$ cat src/rtl/uart_cmd_ctrl.sv
// uart_cmd_ctrl: 8N1 UART receiver with button/mode command decode
module uart_cmd_ctrl #(
  parameter int CLK_HZ = 100_000_000,
  parameter int BAUD   = 9600,
  parameter int OVS    = 16
) (
  input  logic       clk_i,
  input  logic       rst_ni,
  input  logic       rx_i,
  output logic [7:0] rx_byte_o,
  output logic       rx_done_o,
  output logic       frame_err_o,
  output logic       cmd_btn_r_o,
  output logic       cmd_btn_l_o,
  output logic       cmd_btn_u_o,
  output logic       cmd_btn_d_o,
  output logic [1:0] mode_sel_o,
  output logic       mode_valid_o,
  output logic       cmd_unknown_o
);
  localparam int DIV = CLK_HZ / (BAUD * OVS);
  localparam int DW = (DIV > 1) ? $clog2(DIV) : 1;
  localparam logic [3:0] MID = 4'(OVS / 2 - 1);
  localparam logic [3:0] LAST = 4'(OVS - 1);
  typedef enum logic [1:0] {IDLE, START, DATA, STOP} state_e;
  state_e state_q, state_d;
  logic s1_q, s2_q, rx_s;
  logic [DW-1:0] div_q, div_d;
  logic tick, start_go, samp_mid, samp_end, stop_ok, stop_bad;
  logic [3:0] tc_q, tc_d;
  logic [2:0] bi_q, bi_d;
  logic [7:0] sh_q, sh_d;
  logic arm_q, arm_d;
  logic [7:0] rx_byte_q, rx_byte_d;
  logic rx_done_q, rx_done_d, frame_err_q, frame_err_d;
  logic [4:0] cmd_q, cmd_d;
  logic [1:0] mode_sel_q, mode_sel_d;
  logic mode_valid_q, mode_valid_d;
  logic is_r, is_l, is_u, is_d, is_mode;
  assign rx_s = s2_q;
  assign tick = div_q == DW'(DIV - 1);
  assign start_go = state_q == IDLE && arm_q && !rx_s;
  assign samp_mid = tick && tc_q == MID;
  assign samp_end = tick && tc_q == LAST;
  // two-flop synchroniser; idles high so reset does not look like a start bit
  always_ff @(posedge clk_i or negedge rst_ni) begin
    if (!rst_ni) {s2_q, s1_q} <= 2'b11;
    else {s2_q, s1_q} <= {s1_q, rx_i};
  end
  // frame state and datapath registers
  always_ff @(posedge clk_i or negedge rst_ni) begin
    if (!rst_ni) begin
      state_q <= IDLE;
      div_q   <= '0;
      tc_q    <= '0;
      bi_q    <= '0;
      sh_q    <= '0;
      arm_q   <= 1'b0;
    end else begin
      state_q <= state_d;
      div_q   <= div_d;
      tc_q    <= tc_d;
      bi_q    <= bi_d;
      sh_q    <= sh_d;
      arm_q   <= arm_d;
    end
  end
  // next frame state; start is re-checked mid-bit to reject glitches
  always_comb begin
    state_d = state_q;
    unique case (state_q)
      IDLE:    state_d = start_go ? START : IDLE;
      START:   state_d = samp_mid ? (rx_s ? IDLE : DATA) : START;
      DATA:    state_d = (samp_end && bi_q == 3'd7) ? STOP : DATA;
      STOP:    state_d = samp_end ? IDLE : STOP;
      default: state_d = IDLE;
    endcase
  end
  // tick phase is realigned to the start edge; tc wraps every bit in DATA
  always_comb begin
    div_d = (start_go || tick) ? '0 : div_q + DW'(1);
    tc_d  = (state_q == IDLE || (state_q == START && samp_mid)) ? 4'd0 : tc_q + 4'(tick);
    bi_d  = state_q != DATA ? 3'd0 : samp_end ? bi_q + 3'd1 : bi_q;
    sh_d  = (state_q == DATA && samp_end) ? {rx_s, sh_q[7:1]} : sh_q;
    arm_d = stop_bad ? 1'b0 : (state_q == IDLE && rx_s) ? 1'b1 : arm_q;
  end
  // stop-bit verdicts; a low stop disarms so a break reports only once
  always_comb begin
    stop_ok  = state_q == STOP && samp_end && rx_s;
    stop_bad = state_q == STOP && samp_end && !rx_s;
  end
  // command classification of the held byte
  always_comb begin
    is_r    = rx_byte_q == 8'h52 || rx_byte_q == 8'h72;
    is_l    = rx_byte_q == 8'h4C || rx_byte_q == 8'h6C;
    is_u    = rx_byte_q == 8'h55 || rx_byte_q == 8'h75;
    is_d    = rx_byte_q == 8'h44 || rx_byte_q == 8'h64;
    is_mode = rx_byte_q >= 8'h30 && rx_byte_q <= 8'h32;
  end
  // output next-state: byte load on good stop, decode one cycle after rx_done
  always_comb begin
    rx_byte_d    = stop_ok ? sh_q : rx_byte_q;
    rx_done_d    = stop_ok;
    frame_err_d  = stop_bad;
    cmd_d        = rx_done_q ? {!(is_r || is_l || is_u || is_d || is_mode), is_d, is_u, is_l, is_r} : 5'd0;
    mode_sel_d   = (rx_done_q && is_mode) ? rx_byte_q[1:0] : mode_sel_q;
    mode_valid_d = mode_valid_q || (rx_done_q && is_mode);
  end
  // output registers
  always_ff @(posedge clk_i or negedge rst_ni) begin
    if (!rst_ni) begin
      rx_byte_q    <= '0;
      rx_done_q    <= 1'b0;
      frame_err_q  <= 1'b0;
      cmd_q        <= '0;
      mode_sel_q   <= '0;
      mode_valid_q <= 1'b0;
    end else begin
      rx_byte_q    <= rx_byte_d;
      rx_done_q    <= rx_done_d;
      frame_err_q  <= frame_err_d;
      cmd_q        <= cmd_d;
      mode_sel_q   <= mode_sel_d;
      mode_valid_q <= mode_valid_d;
    end
  end
  assign rx_byte_o     = rx_byte_q;
  assign rx_done_o     = rx_done_q;
  assign frame_err_o   = frame_err_q;
  assign cmd_btn_r_o   = cmd_q[0];
  assign cmd_btn_l_o   = cmd_q[1];
  assign cmd_btn_u_o   = cmd_q[2];
  assign cmd_btn_d_o   = cmd_q[3];
  assign cmd_unknown_o = cmd_q[4];
  assign mode_sel_o    = mode_sel_q;
  assign mode_valid_o  = mode_valid_q;
endmodule

$ cat config.mk
export PLATFORM = sky130hd
export DESIGN_NAME = uart_cmd_ctrl
export DESIGN_NICKNAME = d
export VERILOG_FILES = /design/src/rtl/uart_cmd_ctrl.sv
export SDC_FILE = /design/constraint.sdc
export NUM_CORES = 1
export LEC_CHECK = 0
export BUFFER_PORTS_ARGS = -buffer_cell sky130_fd_sc_hd__buf_2
export CAP_MARGIN = 40
export CORE_MARGIN = 1.5
export CORE_UTILIZATION = 62
export CTS_CLUSTER_DIAMETER = 120
export CTS_CLUSTER_SIZE = 30
export DETAILED_ROUTE_END_ITERATION = 7
export GPL_TIMING_DRIVEN = 0
export PLACE_DENSITY = 0.95
export SETUP_SLACK_MARGIN = 0.15
export SLEW_MARGIN = 20
export SYNTH_ARGS = -nofsm -noshare
export SYNTH_HDL_FRONTEND = slang
export SYNTH_SLANG_ARGS = --single-unit
$ cat constraint.sdc
create_clock -name clk_i -period 3.1 [get_ports clk_i]
set_input_delay 0.155 -clock clk_i [delete_from_list [all_inputs] [get_ports clk_i]]
set_output_delay 0.155 -clock clk_i [all_outputs]
set_load 0.01 [all_outputs]
# Word-level counts from Yosys, hierarchy flattened
# Cells that the tools add are included.
# word_totals
output_inout_bits,18
input_bits,3
reg_bits,48
# classes
n_lt_le_gt_ge,2
muxes,13
eq_ne,16
n_addsub,3
reduce_logical,29
# ops
op,n
"8-bit by 7-bit equality test with 1-bit output, second input constant",8
1-bit logical AND,13
1-bit logical OR,11
"10-bit by 1-bit adder with 10-bit output, second input constant",1
"10-bit equality test, second input constant",1
10-bit two-way mux,1
"8-bit by 6-bit >= comparator with 1-bit output, second input constant",1
"8-bit by 6-bit <= comparator with 1-bit output, second input constant",1
2-bit one-hot mux with 4 select lines,1
2-bit two-way mux,3
3-bit two-way mux,2
5-bit two-way mux,1
4-bit by 1-bit adder with 4-bit output,1
"2-bit equality test, second input constant",2
"4-bit by 3-bit equality test with 1-bit output, second input constant",1
"4-bit equality test, second input constant",1
1-bit two-way mux,4
4-bit two-way mux,1
2-bit nonzero test,2
"3-bit by 1-bit adder with 3-bit output, second input constant",1
"3-bit equality test, second input constant",1
"2-bit by 1-bit equality test with 1-bit output, second input constant",1
1-bit zero test,2
2-bit zero test,1
"2-bit != test, second input constant",1

# Longest topological paths before layout
# logic_depth
depth_word,8
depth_mapped,9
depth_no_buf,8

# Least setup slack after synthesis
# OpenSTA, ideal clock, no wires.
# synth_path
path_type,reg-to-reg
start,reg div_q[0]
end,reg rx_byte_q[0] (netlist: rx_byte_o[0])
slack_ns,1.345
setup_ns,0.127
period_less_slack_ns,1.755
arrival_time_ns,1.627
stages_incl_launch_ff,9
required_time_ns,2.973
path_cell_list,dfrtp_1 inv_1 ha_1 and2_1 and3_1 buf_4 and3_1 buf_4 mux2_1
# synth_via
elab_chain_len,4
# synth_lines
item,line,rtl
from (decl),28,"logic [DW-1:0] div_q, div_d;"
from (signal assigned),61,div_q <= div_d;
10-bit equality test,41,assign tick = div_q == DW'(DIV - 1);
1-bit logical AND,44,assign samp_end = tick && tc_q == LAST;
1-bit logical AND (2 in a row),89,stop_ok = state_q == STOP && samp_end && rx_s;
to (signal assigned),119,rx_byte_q <= rx_byte_d;
to (decl),34,"logic [7:0] rx_byte_q, rx_byte_d;"
# No other way between the ends.
# A chain may end at the register's enable or synchronous reset.

# Worst setup path after layout
# layout_path
start,reg rx_byte_q[3] (netlist: rx_byte_o[3])
end,reg mode_sel_q[1] (netlist: mode_sel_o[1])
# layout_via
elab_chain_len,3
elab_cells_between_ends,4
classes_between,order compare: 2; reduce/logical: 2
# layout_lines
item,line,rtl
8-bit by 6-bit >= comparator with 1-bit output / 8-bit by 6-bit <= comparator with 1-bit output (equally long branches),98,is_mode = rx_byte_q >= 8'h30 && rx_byte_q <= 8'h32;
1-bit logical AND (*),98,
1-bit logical AND (*),106,mode_sel_d = (rx_done_q && is_mode) ? rx_byte_q[1:0] : mode_sel_q;
to (signal assigned),123,mode_sel_q <= mode_sel_d;
to (decl),37,"logic [1:0] mode_sel_q, mode_sel_d;"
# Mark *: on every way between the ends. The rest lies on a longest branch, timed or not.

==> metrics.sh <==
SHARE_CLK_OF_TOTAL_POWER=0.249
FIN_TNS_SETUP_PS=0
WORSTREG2REGEND='mode_sel_o[1]'
AREAGROWTHSYNTHTOFINISH_PCT=12.3
FF_LATCH_AREA_SQ_UM=1200
POST_CTS_BUFFERS=0
FINAL_CORE_UTIL=0.753
DIE_X_MICRONS=61.2
TIGHTEST_SLEW_PS=493
ANTENNA_FIX_CELLS=0
ROWS=20
MIN_PERIOD_OVER_PERIOD=0.619
PLACEMENT.CELL_AREA_SQ_UM=2270
DRIVE_ABOVE_1_SHARE=0.218
FILLERS=223
MULTIINPUTGATEAREA_SQ_UM=851
RSZ_0062_RAISED_AFTER_GLOBAL_ROUTING='false'
R2R-START='rx_byte_o[3]'
CLOCK-SKEW-FINAL_PS=10.3
PORT-BUFFER-COUNT=20
DESIGN_AREA_SQ_UM=2350
SEQUENTIAL_CELL_AREA_FRACTION_IN_THE_YOSYS_REPORT=0.574
PLACE.GP.CONGESTION=0.784
DIEAREA_SQ_UM=3740
SYNTHESIS.AREA_SQ_UM=2100
ROUTE.DETAILED.WL_PER_INST_MICRONS=14.6
CLOCK.FMAX_MHz=521
FIRST_GLOBAL_VIAS=1337
PATH_DELAY_FAMILY='simple AND/OR/NAND/NOR gates'
GRT_START_MAX_NET_PINS=28
DETAILED_PLACEMENT_HPWL_MICRONS=2680
NUMBER_OF_CELLS_PRODUCED_BY_SYNTHESIS=171
RUN_STATUS='complete, no violations'
FINALMAXSLEWVIOLATIONS=0
CTS_BUFFER_DEPTH=2
R2R_CELLS=4
WORST-ENDPOINT-REQUIRED_PS=3350
FINALPOWER_mW=1.17
REG2REG_SETUP_SLACK_PS=1180
SETUP.WORST_PATH.CLASS='flip-flop to flip-flop'
DIE-HEIGHT_MICRONS=61.2
DETAIL_ROUTE.DRC_VIOLATIONS=0
LEAKAGEPOWER_nW=1.22
AVGVIACOUNTPERCELL=5.72
YOSYSTOPAREACELLSHARE=0.549
P_COMB_FRAC=0.120
SETUP_VIOL=0
LAUNCHING_ELEMENT_TYPE_OF_THE_CRITICAL_PATH='flip-flop'
WORST_SLACK_PS=1180
CRITICAL-PATH-MAX-STAGE-DELAY_PS=610
SYNTH_EDF_COUNT=0
SYN_WARNINGS=0
CRIT_PATH_CELL_TRACE='or4b_1 > a21oi_2 > nand4b_1 > mux2_1'
NUM_VIAS=1407
NUMCTSBUFFERS=5
DRT_ITER0_DRC=30
COREAREA_SQ_UM=3130
HP-CLASS='primary input to asynchronous set/reset pin'
FIN_NETS=210
PER_INSTANCE_AVERAGE_AREA_AFTER_SYNTHESIS_SQ_UM=12.3
TOP_CELLS_BY_AREA_SYNTH='dfrtp_1, mux2_1, mux2_2'
CTS-ROOT-BUF='clkbuf_4'
CLOCK_SINKS=48
CRITPATHARRIVALTIME_PS=2170
CP-END-KIND='flip-flop'
ANTENNA_FOUND_INITIAL=0
GLOBALROUTEOVERFLOWTOTAL=0
GRT_FIRST_PASS_WIRELENGTH_MICRONS=5740
WORST_IR_DROP_VDD_V=0.000462
CLOCK_TREE_FROM_TRITONCTS='yes'
MAXSLEWHEADROOM=0.671
P_PER_AREA_nW_PER_UM2=497
POWER.SHARE.SEQUENTIAL=0.630
NETSWITCHINGPOWER_mW=0.319
HTREE_LEVELS=2
CLK-INSERTION-DELAY-LATE_PS=350
DR.PASS1.ITERS=4
FINALHOLDVIOLCOUNT=0
POSTSYNTH.ASYNCRESETSHARE=1.00
COUNT_LEADER_SYNTH='dfrtp_1'
SYNTH-MAIN-FF-CELL='dfrtp_1'
TIMING.CRITICAL_PATH.FANOUT_MAX=6
GLOBALROUTETOTALUTIL=0.222
SYNTH_COMMONEST_CELLS='dfrtp_1, nor2_1, mux2_1'
SYNTH.NET_COUNT=180
SYNTH.LARGEST_AREA_CELL='dfrtp_1'
NETSWITCHINGFRACTION=0.273
FINALCRITICALPERIOD_PS=1920
CELLINTERNALPOWER_mW=0.851
DRTANTENNAVIOLNETS=0
YOSYS.CELL_TYPES.COUNT=37
TOTAL_OF_FLIP_FLOPS_PLUS_LATCHES_AFTER_SYNTHESIS=48
WIRELENGTH_MICRONS=3590
IOPINCOUNT=21
INITIAL_CORE_UTIL=0.670
CRITICAL_PATH.SLOWEST_CELL='or4b_1'
DRV.MAX_CAP_VIOLATION_COUNT=0
POST-PLACE-WS_PS=1190
CLK_PIN_SLEW_PS=120
CRITPATHBUFINV=0
## per-layer routing
layer	wire length, microns	GRT usage
met2	1940	0.394
met3	191	0.0735
met4	82	0.118
met5	0	0
met1	1370	0.231
## worst register-to-register path: cells and delay by family, from the launching register on
family / cells / cell delay, ps
and+or+nand+nor: 2 / 820
AOI/OAI and AO/OA: 1 / 190
muxes: 1 / 360
DFF: 1 / 460
## placed cells by master (no fill, tap or decap), types with 2 or more instances in the layout
cell	instances
a21oi_1	5
a41oi_1	2
and2_1	2
and3_1	3
buf_2	21
buf_4	2
clkbuf_1	2
clkbuf_4	5
dfrtp_1	46
dfstp_2	2
dlygate4sd3_1	2
ha_1	6
inv_1	5
mux2_1	10
mux2_2	8
mux2i_1	3
nand2_1	9
nand2b_1	2
nand3_1	6
nand4_1	2
nor2_1	20
nor2b_1	3
nor3_1	5
nor4_1	2
nor4b_1	2
o21ai_0	2
xnor2_1	8
xor2_1	3
## cell type report
class | instances | area share
well taps | 44 | 0.0234
clock inverters | 1 | 0.00319
repair buffers | 23 | 0.0595
plain buffers | 4 | 0.0101
flip-flops and latches | 48 | 0.511
inverters | 5 | 0.00797
multi-input cells | 114 | 0.361
clock buffers | 7 | 0.0234
## power groups by stage
stage	clock network (mW)	registers, mW	logic [mW]
detailed placement	0	0.747	0.140
global placement	0	0.743	0.128
finish	0.292	0.737	0.141
CTS	0.308	0.735	0.144
floorplan	0	0.734	0.105
global route	0.336	0.749	0.163
## flip-flops by register name (all words and copies together), names as in the netlist
signal	cells
cmd_q	5
mode_sel_o	2
rx_done_o	1
state_q	2
arm_q	1
rx_s	1
tc_q	4
div_q	10
sh_q	8
rx_byte_o	8
s1_q	1
mode_valid_o	1
frame_err_o	1
bi_q	3
## logic make-up (layout without fill, tap and decap cells)
kind of cell / Yosys count / count (layout) / synth area share
AOI/OAI and AO/OA: 12 / 12 / 0.0376
buffers and inverters: 9 / 40 / 0.0203
and+or+nand+nor: 64 / 64 / 0.175
muxes: 21 / 21 / 0.111
adders and majority gates: 6 / 6 / 0.0358
xor gates and xnor gates: 11 / 11 / 0.0459
DFF: 48 / 48 / 0.574
## stage by stage
stage	instances	hold slack, ps
global route	246	282
floorplan	171	-141
finish	246	279
global placement	235	263
CTS	246	269
detailed placement	236	142
## timing repair
item,CTS,global route
resized for setup,0,0
hold endpoints to repair,21,0
hold buffers,2,0
## how the worst max path moves through the flow
| stage | slack, ps | depth (start not counted) | start | endpoint |
|---|---|---|---|---|
| floorplan | 1350 | 8 | div_q[0] | rx_byte_o[0] |
| detailed placement | 1190 | 6 | div_q[5] | rx_byte_o[2] |
| finish | 1180 | 4 | rx_byte_o[3] | mode_sel_o[1] |
| global route | 1050 | 9 | div_q[0] | tc_q[2] |
| CTS | 1170 | 6 | div_q[6] | rx_byte_o[2] |
| global placement | 1250 | 6 | div_q[5] | rx_byte_o[4] |
(Power assumes the default switching activity.)
